[src/rtl/memory_arbiter_if.sv]
// memory_arbiter_if: request and RAM bus bundle shared by memory_arbiter and its environment
//   requester side : iREN/iaddr, dREN/dWEN/daddr/dstore in; iwait/dwait/iload/dload out
//   RAM side       : ramREN/ramWEN/ramaddr/ramstore out; ramload/ram_ready in
//   slave modport  = arbiter view, master modport = environment view
interface memory_arbiter_if #(parameter int WORD_W = 32);
  logic              iREN;
  logic [WORD_W-1:0] iaddr;
  logic              dREN;
  logic              dWEN;
  logic [WORD_W-1:0] daddr;
  logic [WORD_W-1:0] dstore;
  logic              iwait;
  logic              dwait;
  logic [WORD_W-1:0] iload;
  logic [WORD_W-1:0] dload;
  logic              ramREN;
  logic              ramWEN;
  logic [WORD_W-1:0] ramaddr;
  logic [WORD_W-1:0] ramstore;
  logic [WORD_W-1:0] ramload;
  logic              ram_ready;
  modport slave (
    input  iREN, iaddr, dREN, dWEN, daddr, dstore, ramload, ram_ready,
    output iwait, dwait, iload, dload, ramREN, ramWEN, ramaddr, ramstore
  );
  modport master (
    output iREN, iaddr, dREN, dWEN, daddr, dstore, ramload, ram_ready,
    input  iwait, dwait, iload, dload, ramREN, ramWEN, ramaddr, ramstore
  );
endinterface

[src/rtl/memory_arbiter.sv]
// memory_arbiter: shares one RAM port between instruction-fetch and data-access requesters
//   CLK  : clock, rising edge
//   nRST : asynchronous active-low reset
//   bus  : memory_arbiter_if.slave (requests, waits, load data, RAM strobes/address/data)
//   Default policy: data priority with a starvation guard (STARVE_MAX consecutive contested
//   data wins force an instruction grant). Define MEMORY_ARBITER_RR_EN for strict
//   alternation between contending requesters instead.
module memory_arbiter #(
  parameter int WORD_W     = 32,
  parameter int STARVE_MAX = 4
) (
  input logic              CLK,
  input logic              nRST,
  memory_arbiter_if.slave  bus
);
  localparam logic [1:0] IDLE   = 2'd0;
  localparam logic [1:0] IGRANT = 2'd1;
  localparam logic [1:0] DGRANT = 2'd2;
  logic [1:0] state_q, state_d;
  logic       d_pend, i_pend, pick_d;
`ifdef MEMORY_ARBITER_RR_EN
  localparam logic DATA  = 1'b0;
  localparam logic INSTR = 1'b1;
  logic last_grant_q, last_grant_d;
`else
  localparam logic [3:0] STARVE_LIM = 4'(STARVE_MAX);
  logic [3:0] starve_cnt_q, starve_cnt_d;
`endif
  // Load data is a pure pass-through of the granted access; kept out of the
  // main block so the RAM read path never looks like a loop through ramaddr.
  assign bus.dload = (state_q == DGRANT) ? bus.ramload : '0;
  assign bus.iload = (state_q == IGRANT) ? bus.ramload : '0;
  always_comb begin
    d_pend = bus.dREN | bus.dWEN;
    i_pend = bus.iREN;
`ifdef MEMORY_ARBITER_RR_EN
    pick_d       = last_grant_q != DATA;
    last_grant_d = last_grant_q;
`else
    pick_d       = starve_cnt_q < STARVE_LIM;
    starve_cnt_d = starve_cnt_q;
`endif
    state_d      = state_q;
    bus.ramREN   = 1'b0;
    bus.ramWEN   = 1'b0;
    bus.ramaddr  = '0;
    bus.ramstore = '0;
    bus.iwait    = i_pend;
    bus.dwait    = d_pend;
    if (state_q == IDLE) begin
      state_d = (d_pend && (!i_pend || pick_d)) ? DGRANT : i_pend ? IGRANT : IDLE;
    end else if (state_q == DGRANT) begin
      // A simultaneous read+write is treated as a write; a dropped request
      // leaves both strobes low and falls back to IDLE without completing.
      bus.ramaddr  = bus.daddr;
      bus.ramstore = bus.dstore;
      bus.ramWEN   = bus.dWEN;
      bus.ramREN   = bus.dREN & ~bus.dWEN;
      bus.dwait    = d_pend & ~bus.ram_ready;
      state_d      = (d_pend && !bus.ram_ready) ? DGRANT : IDLE;
      if (d_pend && bus.ram_ready) begin
`ifdef MEMORY_ARBITER_RR_EN
        last_grant_d = DATA;
`else
        starve_cnt_d = !i_pend ? 4'd0 : (starve_cnt_q == 4'hF) ? 4'hF : starve_cnt_q + 4'd1;
`endif
      end
    end else if (state_q == IGRANT) begin
      bus.ramaddr = bus.iaddr;
      bus.ramREN  = i_pend;
      bus.iwait   = i_pend & ~bus.ram_ready;
      state_d     = (i_pend && !bus.ram_ready) ? IGRANT : IDLE;
      if (i_pend && bus.ram_ready) begin
`ifdef MEMORY_ARBITER_RR_EN
        last_grant_d = INSTR;
`else
        starve_cnt_d = 4'd0;
`endif
      end
    end else begin
      state_d = IDLE;
    end
  end
  always_ff @(posedge CLK or negedge nRST) begin
    if (!nRST) begin
      state_q <= IDLE;
`ifdef MEMORY_ARBITER_RR_EN
      last_grant_q <= DATA;
`else
      starve_cnt_q <= 4'd0;
`endif
    end else begin
      state_q <= state_d;
`ifdef MEMORY_ARBITER_RR_EN
      last_grant_q <= last_grant_d;
`else
      starve_cnt_q <= starve_cnt_d;
`endif
    end
  end
endmodule

[src/flat_wrapper.sv]
// flat-port wrapper written by rule: the top's interface ports become plain ports
module memory_arbiter_flat 
#(
  parameter int WORD_W     = 32,
  parameter int STARVE_MAX = 4
)
  (CLK, nRST, bus_iREN, bus_iaddr, bus_dREN, bus_dWEN, bus_daddr, bus_dstore, bus_ramload, bus_ram_ready, bus_iwait, bus_dwait, bus_iload, bus_dload, bus_ramREN, bus_ramWEN, bus_ramaddr, bus_ramstore);
  memory_arbiter_if #(.WORD_W(WORD_W)) bus_i ();
  input logic CLK;
  input logic nRST;
  input wire logic [$bits(bus_i.iREN)-1:0] bus_iREN;
  input wire logic [$bits(bus_i.iaddr)-1:0] bus_iaddr;
  input wire logic [$bits(bus_i.dREN)-1:0] bus_dREN;
  input wire logic [$bits(bus_i.dWEN)-1:0] bus_dWEN;
  input wire logic [$bits(bus_i.daddr)-1:0] bus_daddr;
  input wire logic [$bits(bus_i.dstore)-1:0] bus_dstore;
  input wire logic [$bits(bus_i.ramload)-1:0] bus_ramload;
  input wire logic [$bits(bus_i.ram_ready)-1:0] bus_ram_ready;
  output wire logic [$bits(bus_i.iwait)-1:0] bus_iwait;
  output wire logic [$bits(bus_i.dwait)-1:0] bus_dwait;
  output wire logic [$bits(bus_i.iload)-1:0] bus_iload;
  output wire logic [$bits(bus_i.dload)-1:0] bus_dload;
  output wire logic [$bits(bus_i.ramREN)-1:0] bus_ramREN;
  output wire logic [$bits(bus_i.ramWEN)-1:0] bus_ramWEN;
  output wire logic [$bits(bus_i.ramaddr)-1:0] bus_ramaddr;
  output wire logic [$bits(bus_i.ramstore)-1:0] bus_ramstore;
  assign bus_i.iREN = bus_iREN;
  assign bus_i.iaddr = bus_iaddr;
  assign bus_i.dREN = bus_dREN;
  assign bus_i.dWEN = bus_dWEN;
  assign bus_i.daddr = bus_daddr;
  assign bus_i.dstore = bus_dstore;
  assign bus_i.ramload = bus_ramload;
  assign bus_i.ram_ready = bus_ram_ready;
  assign bus_iwait = bus_i.iwait;
  assign bus_dwait = bus_i.dwait;
  assign bus_iload = bus_i.iload;
  assign bus_dload = bus_i.dload;
  assign bus_ramREN = bus_i.ramREN;
  assign bus_ramWEN = bus_i.ramWEN;
  assign bus_ramaddr = bus_i.ramaddr;
  assign bus_ramstore = bus_i.ramstore;
  memory_arbiter #(.WORD_W(WORD_W), .STARVE_MAX(STARVE_MAX)) u_core (.CLK(CLK), .nRST(nRST), .bus(bus_i));
endmodule
[config.mk]
export PLATFORM = sky130hd
export DESIGN_NAME = memory_arbiter_flat
export DESIGN_NICKNAME = d
export VERILOG_FILES = /design/src/rtl/memory_arbiter_if.sv /design/src/rtl/memory_arbiter.sv /design/src/flat_wrapper.sv
export SDC_FILE = /design/constraint.sdc
export NUM_CORES = 1
export LEC_CHECK = 0
export ABC_AREA = 0
export ABC_CLOCK_PERIOD_IN_PS = 1800
export CORE_AREA = 2 2 102 104
export CTS_CLUSTER_SIZE = 20
export DETAILED_ROUTE_END_ITERATION = 8
export DIE_AREA = 0 0 104 106
export PLACE_DENSITY = 0.61
export SYNTH_ARGS = -nofsm -noshare
export SYNTH_HDL_FRONTEND = slang
export SYNTH_SLANG_ARGS = --single-unit
[constraint.sdc]
create_clock -name CLK -period 1.8 [get_ports CLK]
set_clock_uncertainty 0.2 [all_clocks]
set_input_delay 0.27 -clock CLK [delete_from_list [all_inputs] [get_ports CLK]]
set_output_delay 0.27 -clock CLK [all_outputs]
set_load 0.01 [all_outputs]
==> results of run 1 <==
[layer usage]
layer,share of wire,GRT usage
met2,0.54,0.336
met1,0.39,0.196
met4,0.011,0.0203
met5,0,0
met3,0.060,0.0405
[registers in the layout, indices dropped and copies added, names as in the netlist]
register and count:
u_core.state_q 2, u_core.starve_cnt_q 4
[final cells by class]
class                           instances  area, um2  area share
Clock buffer                            3       41.3     0.00864
Inverter                                6       25.0     0.00523
Multi-Input combinational cell        164       1390       0.291
Sequential cell                         6        150      0.0314
Tap cell                              136        170      0.0356
Timing Repair Buffer                  312       3000       0.628
[worst paths after layout]
| check | slack [ps] | endpoint | from |
|---|---|---|---|
| worst max-delay path | -410 | bus_ramstore[22] | u_core.state_q[0]$_DFF_PN0_ |
| worst min-delay path | 100 | u_core.starve_cnt_q[3]$_DFFE_PN0P_ | nRST |
| worst max register to register | -320 | u_core.starve_cnt_q[1]$_DFFE_PN0P_ | u_core.state_q[1]$_DFF_PN0_ |
| worst min register to register | 370 | u_core.starve_cnt_q[1]$_DFFE_PN0P_ | u_core.starve_cnt_q[1]$_DFFE_PN0P_ |
| max in group asynchronous | 1070 | u_core.starve_cnt_q[2]$_DFFE_PN0P_ | nRST |
| min in group CLK | 370 | u_core.starve_cnt_q[1]$_DFFE_PN0P_ | u_core.starve_cnt_q[1]$_DFFE_PN0P_ |
[worst reg2reg max path: stages, from the launching register on]
cell,delay (ps)
dfrtp_1,390
buf_6,130
ha_4,180
buf_4,140
buf_6,100
buf_6,110
nor3b_4,150
nor4_4,110
buf_4,190
mux2_4,300
[through the flow]
stage           util  worst slack [ps]  cell area (um2)
2_1_floorplan      -             -50.2             1530
3_3_place_gp   0.437              -479             4370
3_5_place_dp   0.437              -527             4370
4_1_cts        0.457              -464             4570
5_1_grt        0.478              -477             4780
6_report       0.478              -406             4780
[power by group through the flow]
stage / clock network (mW) / logic [mW] / registers (mW)
global placement: 0 / 3.17 / 0.193
detailed placement: 0 / 3.21 / 0.196
CTS: 0.205 / 3.68 / 0.199
floorplan: 0 / 1.46 / 0.189
global route: 0.216 / 4.19 / 0.205
finish: 0.201 / 3.93 / 0.199
[kinds of logic (layout without fill, tap and decap cells)]
family                   Yosys count  count (layout)
AND/OR/NAND/NOR                  112             112
flip-flops                         6               6
multiplexers                       3               3
adder cells (fa/ha/maj)            4               4
buffers and inverters             24             321
AO/OA/AOI/OAI                     45              45
[cells in the mapped netlist, types with 2 or more instances]
cell type,n,share of area
and2_1,96,0.41
a22o_1,32,0.19
clkbuf_1,8,0.021
buf_4,7,0.036
dfrtp_1,6,0.10
inv_1,5,0.013
ha_1,4,0.034
a21oi_1,3,0.010
mux2_2,3,0.023
nand2_1,3,0.0077
a21boi_0,2,0.010
nor2_1,2,0.0051
nor3_1,2,0.0068
[what timing repair did]
| action | in CTS | in global routing |
|---|---|---|
| gates cloned | 9 | 5 |
| resized for setup | 542 | 110 |
| endpoints found under the setup margin | 135 | 138 |
| pin swaps | 22 | 24 |
| buffers inserted | 18 | 7 |
| endpoints found under the hold margin | 0 | 0 |
==> results.json, run 1 <==
{
  "slowest_stage": "dfrtp_1",
  "cts_buffers": 3,
  "dieWidth_um": 104,
  "p_comb_frac": 0.907,
  "synth-edff-count": 0,
  "worst-path-buf-inv": 7,
  "fmax_mhz": 453,
  "synth_mux_area_frac": 0.0231,
  "num_rows": 37,
  "hp-class": "in -> async",
  "fillers": 998,
  "vias": 2611,
  "finalPower_mw": 4.33,
  "grt_max_degree": 34,
  "critPathCaptureType": "output port",
  "clkPwrFrac": 0.047,
  "slew_viol_final": 0,
  "gp_congestion": 0.765,
  "io_buffer_count": 265,
  "crit_path_max_incr_delay_ps": 390,
  "dp.cells": 592,
  "ff2ff_path_depth": 9,
  "yosys_warnings": 0,
  "path_common_cell": "buf_6",
  "diodes": 0,
  "tightest_slew_ps": 295,
  "cts_tree": "done",
  "grt_remaining_overflow": 0,
  "tns_ps": -31570,
  "timing.final.ws_setup_ps": -406,
  "slew_headroom": 0.803,
  "synth_fa_ha_area_frac": 0.0342,
  "fin_nets": 631,
  "post_synth.cell_area_avg_um2": 7.54,
  "yosys_register_bits": 6,
  "startpoint_type": "register",
  "hold_viol": 0,
  "grt_pass1_wl_um": 15300,
  "crit_family": "buffers and inverters",
  "worstPathRequired_ps": 1330,
  "syn_area_um2": 1460,
  "pwr-share-seq": 0.046,
  "path_clk_slew_ps": 40,
  "synth_nets": 332,
  "ctsHoldBuffers": 0,
  "initial_core_util": 0.146,
  "ant_nets": 0,
  "io_pins": 266,
  "synth_seq_area_share": 0.103,
  "timing.hold.ws_ps": 98.8,
  "drive_gt1_frac": 0.501,
  "synth-simple-area-share": 0.500,
  "dp_hpwl_um": 7600,
  "routed_wl_um": 10800,
  "p_sw_mw": 1.73,
  "die_area_um2": 11000,
  "switching_share": 0.399,
  "synthArstFlopShare": 1.00,
  "synth_ff_type": "dfrtp_1",
  "status": "complete, but fails checks",
  "yosys.area_share.xor_xnor": 0,
  "cts_sinks": 6,
  "via_per_inst": 4.16,
  "final_cell_mix": "clkdlybuf4s50_1, buf_2, buf_6",
  "wl_per_cell_um": 17.2,
  "p_int_mw": 2.60,
  "fin_cells": 627,
  "mostFrequentLayoutCell": "clkdlybuf4s50_1",
  "cp.depth": 10,
  "drv_cap": 0,
  "cp_max_fo": 4,
  "crit_chain": "inv_2, ha_4, inv_4, nor2_4, buf_6, buf_6, buf_6, buf_6, and2_4, buf_6",
  "rsz0062_at_grt": "true",
  "synth.distinct_cells": 34,
  "peakVddDrop_v": 0.000478,
  "area_growth_pct": 227,
  "antenna_found_initial": 0,
  "synth_compound_area_frac": 0.254,
  "finalCritPeriodShare": 1.23,
  "grt_pass1_vias": 2577,
  "drt-initial-drc-count": 80,
  "core_um2": 10000,
  "die_y_um": 106,
  "clock_latency_ps": 220,
  "violations": "negative setup slack",
  "power_density_nw_per_um2": 906,
  "htree_levels": 1,
  "clockBufferDepth": 2,
  "track_usage": 0.173,
  "post-route-drc-count": 0,
  "path_class": "reg -> out",
  "p_leak_nw": 2.29,
  "drtPass1Iterations": 4,
  "synth_top_family_by_area": "simple AND/OR/NAND/NOR gates",
  "cp.arrival_ps": 1740,
  "setup_viol": 137,
  "cts_root_buf": "clkbuf_8",
  "period_needed_ps": 2210,
  "syn_inst": 194
}
Power figures use the tool's default switching activity.
==> inputs of run 2 (changes only) <==
--- a/config.mk
+++ b/config.mk
@@ -5,13 +5,13 @@
 export SDC_FILE = /design/constraint.sdc
 export NUM_CORES = 1
 export LEC_CHECK = 0
-export ABC_AREA = 0
+export ABC_AREA = 1
 export ABC_CLOCK_PERIOD_IN_PS = 1800
-export CORE_AREA = 2 2 102 104
+export CORE_AREA = 2 2 104 106
 export CTS_CLUSTER_SIZE = 20
 export DETAILED_ROUTE_END_ITERATION = 8
-export DIE_AREA = 0 0 104 106
-export PLACE_DENSITY = 0.61
+export DIE_AREA = 0 0 106 108
+export PLACE_DENSITY = 0.62
 export SYNTH_ARGS = -nofsm -noshare
 export SYNTH_HDL_FRONTEND = slang
 export SYNTH_SLANG_ARGS = --single-unit
==> results.json, run 2 <==
{
  "yosys_warnings": 0,
  "gp_congestion": 0.772,
  "die_area_um2": 11400,
  "startpoint_type": "register",
  "worst-path-buf-inv": 6,
  "period_needed_ps": 2200,
  "routed_wl_um": 12400,
  "finalCritPeriodShare": 1.22,
  "htree_levels": 1,
  "initial_core_util": 0.172,
  "tightest_slew_ps": 317,
  "fin_nets": 802,
  "dpl-instance-area_um2": 4620,
  "cp.arrival_ps": 1730,
  "cts_tree": "done",
  "synth_seq_area_share": 0.0853,
  "synth-edff-count": 0,
  "slew_headroom": 0.788,
  "dp_hpwl_um": 8080,
  "rrSetupSlack_ps": -140,
  "area_growth_pct": 211,
  "clockBufferDepth": 2,
  "slew_viol_final": 0,
  "largest_reg_flops": 4,
  "timing.hold.ws_ps": 110,
  "synth_common_cells": "nand2_1, inv_1, nor2_1",
  "synth_most_common_cell": "nand2_1",
  "tns_ps": -24710,
  "drt-initial-drc-count": 112,
  "grt_max_degree": 33,
  "io_pins": 266,
  "yosys_register_bits": 6,
  "worstPathRequired_ps": 1330,
  "largestRegisters": "u_core.starve_cnt_q (4), u_core.state_q (2)",
  "fmax_mhz": 455,
  "post-route-drc-count": 0,
  "p_leak_nw": 3.00,
  "grt_remaining_overflow": 0,
  "path_class": "reg -> out",
  "synthArstFlopShare": 1.00,
  "clock_latency_ps": 220,
  "hp-class": "in -> async",
  "grt_pass1_vias": 3146,
  "final_cell_mix": "clkdlybuf4s50_1, buf_2, nand2_1",
  "crit_path_max_incr_delay_ps": 400,
  "synth_top_area_share": 0.241,
  "rsz0062_at_grt": "true",
  "syn_inst": 349,
  "violations": "negative setup slack",
  "setup_viol": 121,
  "power_density_nw_per_um2": 1200,
  "dieWidth_um": 106,
  "vias": 3365,
  "timing.final.ws_setup_ps": -396,
  "p_int_mw": 3.64,
  "cts_sinks": 6,
  "finalPower_mw": 6.56,
  "synth.distinct_cells": 21,
  "hold_viol": 0,
  "core_um2": 10200,
  "diodes": 0,
  "mostFrequentLayoutCell": "clkdlybuf4s50_1",
  "ant_nets": 0,
  "cts_root_buf": "clkbuf_8",
  "crit_family": "buffers and inverters",
  "p_sw_mw": 2.92,
  "drv_cap": 0,
  "syn_area_um2": 1760,
  "track_usage": 0.181,
  "critPathCaptureType": "output port",
  "regMostFlops": "u_core.starve_cnt_q",
  "synth_nets": 487,
  "grt_pass1_wl_um": 16400,
  "yosysTopAreaCell": "nand2_1",
  "wl_per_cell_um": 15.5,
  "via_per_inst": 4.22,
  "cp_max_fo": 7,
  "post_synth.cell_area_avg_um2": 5.04,
  "status": "complete, but fails checks",
  "path_common_cell": "buf_4",
  "p_comb_frac": 0.935,
  "fillers": 1035,
  "final_area_um2": 5480,
  "peakVddDrop_v": 0.000499,
  "crit_chain": "inv_2, buf_4, buf_4, ha_4, buf_4, clkbuf_16, nor2_1, buf_2",
  "num_rows": 37,
  "drive_gt1_frac": 0.512,
  "switching_share": 0.445,
  "cts_buffers": 3,
  "pwr-share-seq": 0.034,
  "path_clk_slew_ps": 40,
  "clkPwrFrac": 0.031,
  "antenna_found_initial": 0,
  "synth_ff_type": "dfrtp_1",
  "drtPass1Iterations": 4,
  "synthTopCellsByArea": "nand2_1, inv_1, nor2_1",
  "die_y_um": 108,
  "io_buffer_count": 265,
  "slowest_stage": "dfrtp_1"
}
-- run 2: changes by cell type after synthesis, moves of 4 or more --
cell and change:
a22o_1 -32, a22oi_1 +22, a22oi_2 +10, and2_1 -96
buf_2 +9, buf_6 +4, inv_1 +71, nand2_1 +110
nand3_1 +7, nor2_1 +67, o21ai_1 +5
-- run 2: final timing paths --
check	from	end	depth (start not counted)
max	u_core.state_q[1]$_DFF_PN0_	bus_ramstore[18]	8
min	nRST	u_core.starve_cnt_q[2]$_DFFE_PN0P_	1
max reg2reg	u_core.state_q[1]$_DFF_PN0_	u_core.starve_cnt_q[0]$_DFFE_PN0P_	11
min reg2reg	u_core.starve_cnt_q[1]$_DFFE_PN0P_	u_core.starve_cnt_q[1]$_DFFE_PN0P_	2
max in group asynchronous	nRST	u_core.starve_cnt_q[3]$_DFFE_PN0P_	1
min in group CLK	u_core.starve_cnt_q[1]$_DFFE_PN0P_	u_core.starve_cnt_q[1]$_DFFE_PN0P_	2
-- run 2: power groups by stage --
stage	clock network, mW	registers (mW)	logic, mW
after detailed placement	0	0.219	3.78
after CTS	0.212	0.223	4.45
final	0.202	0.223	6.14
after global routing	0.220	0.230	6.51
after floorplan	0	0.206	1.83
after global placement	0	0.217	3.75
-- run 2: through the flow --
| step | cells | setup slack [ps] | util |
|---|---|---|---|
| finish | 798 | -396 | 0.535 |
| global route | 798 | -464 | 0.535 |
| CTS | 767 | -406 | 0.455 |
| detailed placement | 741 | -493 | 0.451 |
| global placement | 741 | -456 | 0.451 |
| floorplan | 349 | 67.0 | - |
-- run 2: timing repair --
item | 4_1_cts | 5_1_grt
endpoints found under the setup margin | 135 | 136
pin swaps | 5 | 22
buffers inserted | 15 | 27
hold buffers | 0 | 0
gates resized for setup | 487 | 255
gates cloned | 8 | 8
-- run 2: cell families (layout without fill, tap and decap cells) --
| kind of cell | count (synthesis) | count (layout) | share of synthesized area |
|---|---|---|---|
| compound gates | 41 | 41 | 0.194 |
| buf+inv | 104 | 417 | 0.261 |
| simple gates | 194 | 194 | 0.431 |
| fa+ha+maj | 4 | 4 | 0.0285 |
| flops | 6 | 6 | 0.0853 |
-- run 2: routing by layer --
metal  global-route usage  vias up  wire length, um
met4               0.0244        0              160
li1                     -     1673                -
met3               0.0476       12              932
met2                0.350      170             6700
met5                    0        -                0
met1                0.203     1510             4590
-- run 2: area by class of cell --
| type | instances | area (um2) | share of cell area |
|---|---|---|---|
| clock buffers | 3 | 41.3 | 0.00754 |
| well taps | 136 | 170 | 0.0311 |
| inverters | 79 | 304 | 0.0555 |
| multi-input cells | 239 | 1540 | 0.282 |
| repair buffers | 335 | 3270 | 0.597 |
| flip-flops and latches | 6 | 150 | 0.0274 |
==> variant 1 (settings of run 2) <==
Add a define of `MEMORY_ARBITER_RR_EN`.
--- a/src/rtl/memory_arbiter.sv
+++ b/src/rtl/memory_arbiter.sv
@@ -6,4 +6,6 @@
 //   data wins force an instruction grant). Define MEMORY_ARBITER_RR_EN for strict
 //   alternation between contending requesters instead.
+`define MEMORY_ARBITER_RR_EN
+
 module memory_arbiter #(
   parameter int WORD_W     = 32,
Check against the original RTL: not equivalent (a bounded check fails within 4 cycles, from zero or initial values and one cycle with nRST low).
==> variant 1 against run 2 <==
  * Final area rose by 18%
  * Sequential cell count fell by 3
  * Sequential power fell by 43%
  * Global-route usage rose by 3.7 points
  * Synthesized area fell by 7.9%
  * The run still ends with setup timing left
  * Largest power group unchanged
  * Sequential share of layout area fell by 1.6 points
  * Power rose by 23%
  * Setup slack improved by 0.026 ns
  * Routed wire length rose by 13%
==> variant 1: results (changes against run 2) <==
| Metric | Value |
|---|---|
| DP Cell Count | `752 (was 741)` |
| R2r startpoint | `u_core.state_q[0] (was u_core.state_q[1])` |
| Slew headroom | `85.1% (was 78.8%)` |
| WHS | `0.0396 ns (was 0.110 ns)` |
| Yosys cell types | `18 (was 21)` |
| Share of layout cells above drive strength 1 | `61.5% (was 51.2%)` |
| Final Setup Violations | `131 (was 121)` |
| Leakage power | `3.53 nW (was 3.00 nW)` |
| Setup ws final | `-0.370 ns (was -0.396 ns)` |
| Largest net degree at the start of global routing | `14 (was 33)` |
| Vias per inst | `4.34 (was 4.22)` |
| Syn Nets | `494 (was 487)` |
| Main area contributors after synthesis | `nand2_1 32%, nand3_1 21%, inv_1 16% (was nand2_1 24%, inv_1 16%, nor2_1 15%)` |
| Failing checks | `setup timing (unchanged)` |
| Fillcell total | `873 (was 1035)` |
| Post-CTS Setup Bufs | `40 (was 15)` |
| Antenna violations before repair | `1 (was 0)` |
| Largest fanout on the critical path | `8 (was 7)` |
| DRT Wirelength | `14000 um (was 12400 um)` |
| Syn Area/Cell | `4.55 um2 (was 5.04 um2)` |
| Post-Layout Cell Count | `830 (was 798)` |
| Post-CTS Resized | `683 (was 487)` |
| Status | `complete, but fails checks (unchanged)` |
| Placed Area | `4560 um2 (was 4620 um2)` |
| Top Registers | `u_core.state_q x2, u_core.last_grant_q x1 (was u_core.starve_cnt_q x4, u_core.state_q x2)` |
variant 1: cell count changes after synthesis, sizes merged, moves of 3 or more:
cell           run 2  this run
nand3              8        68
nor2              71        36
a22oi             32         0
nand2            114       138
inv               79        71
o21ai              7         2
clkbuf             5         8
dfrtp              6         3
variant 1: metal layers:
metal  part of all wire, %  wire (um)  GRT usage [%]  vias up
li1                      -          -              -     1743
met1                    34       4750           22.2     1650
met2                    56       7840           44.8      184
met3                   7.1       1000           3.62       27
met4                   3.1        429           7.14        0
met5                     0          0              0        -
variant 1: kinds of logic (layout without fill, tap and decap cells):
group | count (synthesis) | count (layout) | share of synthesized area, %
and+or+nand+nor | 243 | 243 | 62.2
buffers and inverters | 100 | 437 | 27.5
AOI/OAI and AO/OA | 6 | 6 | 2.63
adders and majority gates | 4 | 4 | 3.09
DFF | 3 | 3 | 4.63
other | 0 | 1 | 0
variant 1: final cells by class:
type | instances | area share [%]
multi-input combinational | 253 | 30.2
timing repair buffer | 362 | 60.8
sequential | 3 | 1.18
antenna | 1 | 0.0386
clock buffer | 4 | 0.696
tap | 136 | 2.63
inverter | 71 | 4.52
variant 1: power groups by stage:
stage / Sequential (mW) / Clock (mW) / Combinational, mW
4_1_cts: 0.123 / 0.196 / 6.75
5_1_grt: 0.128 / 0.201 / 8.14
6_report: 0.127 / 0.196 / 7.73
3_3_place_gp: 0.113 / 0 / 3.96
2_1_floorplan: 0.109 / 0 / 1.82
3_5_place_dp: 0.115 / 0 / 3.99
variant 1: stage by stage:
stage | util (%) | power (mW) | TNS [ns]
after floorplan | - | 1.93 | 0
after global placement | 44.6 | 4.07 | -45.60
after detailed placement | 44.6 | 4.11 | -49.12
after CTS | 55.1 | 7.07 | -31.84
after global routing | 63.3 | 8.47 | -35.24
final | 63.3 | 8.05 | -28.01
==> variant 2 (flow settings as in run 2) <==
Made on the original files. Make the reset (`nRST`) synchronous in one clocked block. Comments in the files are not updated.
--- a/src/rtl/memory_arbiter.sv
+++ b/src/rtl/memory_arbiter.sv
@@ -82,5 +82,5 @@
     end
   end
-  always_ff @(posedge CLK or negedge nRST) begin
+  always_ff @(posedge CLK) begin
     if (!nRST) begin
       state_q <= IDLE;
Behaviour: differs if nRST is asserted again (counterexample within 4 cycles, from zero or initial values and one cycle with nRST low); with nRST held inactive, the same outputs for 10 cycles.
==> variant 2 against run 2 <==
  * The run still ends with setup timing left
  * Routed wire length shrank 0.81%
  * Core utilization up 4.1 points
  * Maximum frequency grew 5.6%
  * Final area grew 7.6%
  * First-iteration DRC count decreased by 0.89%
  * Synthesized area decreased by 1.6%
  * Sequential cell count is the same
  * Setup slack better by 0.12 ns
Power is left out: it rests on default switching activity, and per cell area and clock period it moved more than threefold.
==> variant 2: results (changes against run 2) <==
| Metric | Value |
|---|---|
| Main area contributors after synthesis | `nand2_1 25%, inv_1 17%, nor2_1 16% (was nand2_1 24%, inv_1 16%, nor2_1 15%)` |
| Metal3 WL | `877 um (was 932 um)` |
| Seq/Total Area, Yosys | `6.94% (was 8.53%)` |
| GP Congestion | `0.812 (was 0.772)` |
| Post-Layout Cell Count | `808 (was 798)` |
| Vias | `3480 (was 3365)` |
| Placement Setup Slack | `-0.432 ns (was -0.493 ns)` |
| Final Setup Violations | `112 (was 121)` |
| Wire length on met2 | `6780 um (was 6700 um)` |
| Async SR Flop Fraction | `0% (was 100%)` |
| Setup crit start | `u_core.state_q[0] (was u_core.state_q[1])` |
| Setup ws final | `-0.279 ns (was -0.396 ns)` |
| Placed Area | `4680 um2 (was 4620 um2)` |
| Highest Signal Layer | `met5 (was met4)` |
| Failing checks | `setup timing (unchanged)` |
| Largest net degree at the start of global routing | `24 (was 33)` |
| Total negative setup slack | `-17.69 ns (was -24.71 ns)` |
| Share of layout cells above drive strength 1 | `58.3% (was 51.2%)` |
| DRT Wirelength | `12300 um (was 12400 um)` |
| CP Data Arrival Time | `1.61 ns (was 1.73 ns)` |
| Status | `complete, but fails checks (unchanged)` |
| Adder-cell share of the synthesized area | `2.89% (was 2.84%)` |
| Syn Nets | `501 (was 487)` |
| TritonCTS Buffers | `3 (unchanged)` |
| Slew headroom | `84.3% (was 78.8%)` |
| Antenna violations before repair | `1 (was 0)` |
| Synth Flop Type | `dfxtp_1 (was dfrtp_1)` |
| First-pass GRT wire length | `17000 um (was 16400 um)` |
| DP Cell Count | `764 (was 741)` |
| Post-synthesis compound-gate area fraction | `16.3% (was 19.4%)` |
| Synth top cells by count | `117 x nand2_1, 80 x inv_1, 72 x nor2_1, 31 x a22oi_1, 15 x buf_2 (was 113 x nand2_1, 76 x inv_1, 69 x nor2_1, 22 x a22oi_1)` |
| Hold Path Class | `register to register (was input pin to async pin)` |
| DP HPWL | `8210 um (was 8080 um)` |
| Vias in the first global route | `3377 (was 3146)` |
[variant 2: changes by cell type in the layout (fill, tap and decap cells not counted), moves of 11 or more]
cell	run 2	this run
buf_2	99	71
inv_2	30	53
buf_6	47	80
nand2_1	71	35
nor2_2	22	11
nor2_1	46	59
nand2_4	15	51
inv_1	47	28
[variant 2: path summary, 6_finish.rpt]
path	to	slack, ns	cells past startpoint
min	u_core.starve_cnt_q[1]	0.36	4
max reg2reg	u_core.starve_cnt_q[3]	0.11	10
max	bus_ramaddr[3]	-0.28	8
min reg2reg	u_core.starve_cnt_q[1]	0.36	4
[variant 2: logic make-up after synthesis]
| kind of cell | after synthesis |
|---|---|
| fa+ha+maj | 4 |
| compound gates | 40 |
| simple gates | 205 |
| flops | 6 |
| buf+inv | 108 |
[variant 2: worst max-delay path, cell delays in order (launching register included)]
cell and delay [ns]:
dfxtp_2 0.34, inv_2 0.06, ha_4 0.21, buf_4 0.15, buf_6 0.12, buf_16 0.13, a22oi_2 0.17, nor2_1 0.06
buf_2 0.14
[variant 2: final cells by class]
cell class / instances / area (um2)
Multi-Input combinational cell: 249 / 1850
Clock buffer: 3 / 41.3
Sequential cell: 6 / 125
Inverter: 83 / 317
Tap cell: 136 / 170
Timing Repair Buffer: 331 / 3390
Fill cell: 917 / 4340
[variant 2: repair_timing]
item	in CTS	in global routing
pin swaps	23	28
endpoints found under the hold margin	0	0
endpoints found under the setup margin	132	136
gates resized for setup	651	232
setup buffers	27	5
gates cloned	10	4
[variant 2: metal layers]
layer	up-vias	global-route usage, %
met5	-	0
met4	2	4.32
li1	1704	-
met1	1590	19.5
met3	22	4.58
met2	162	36.0
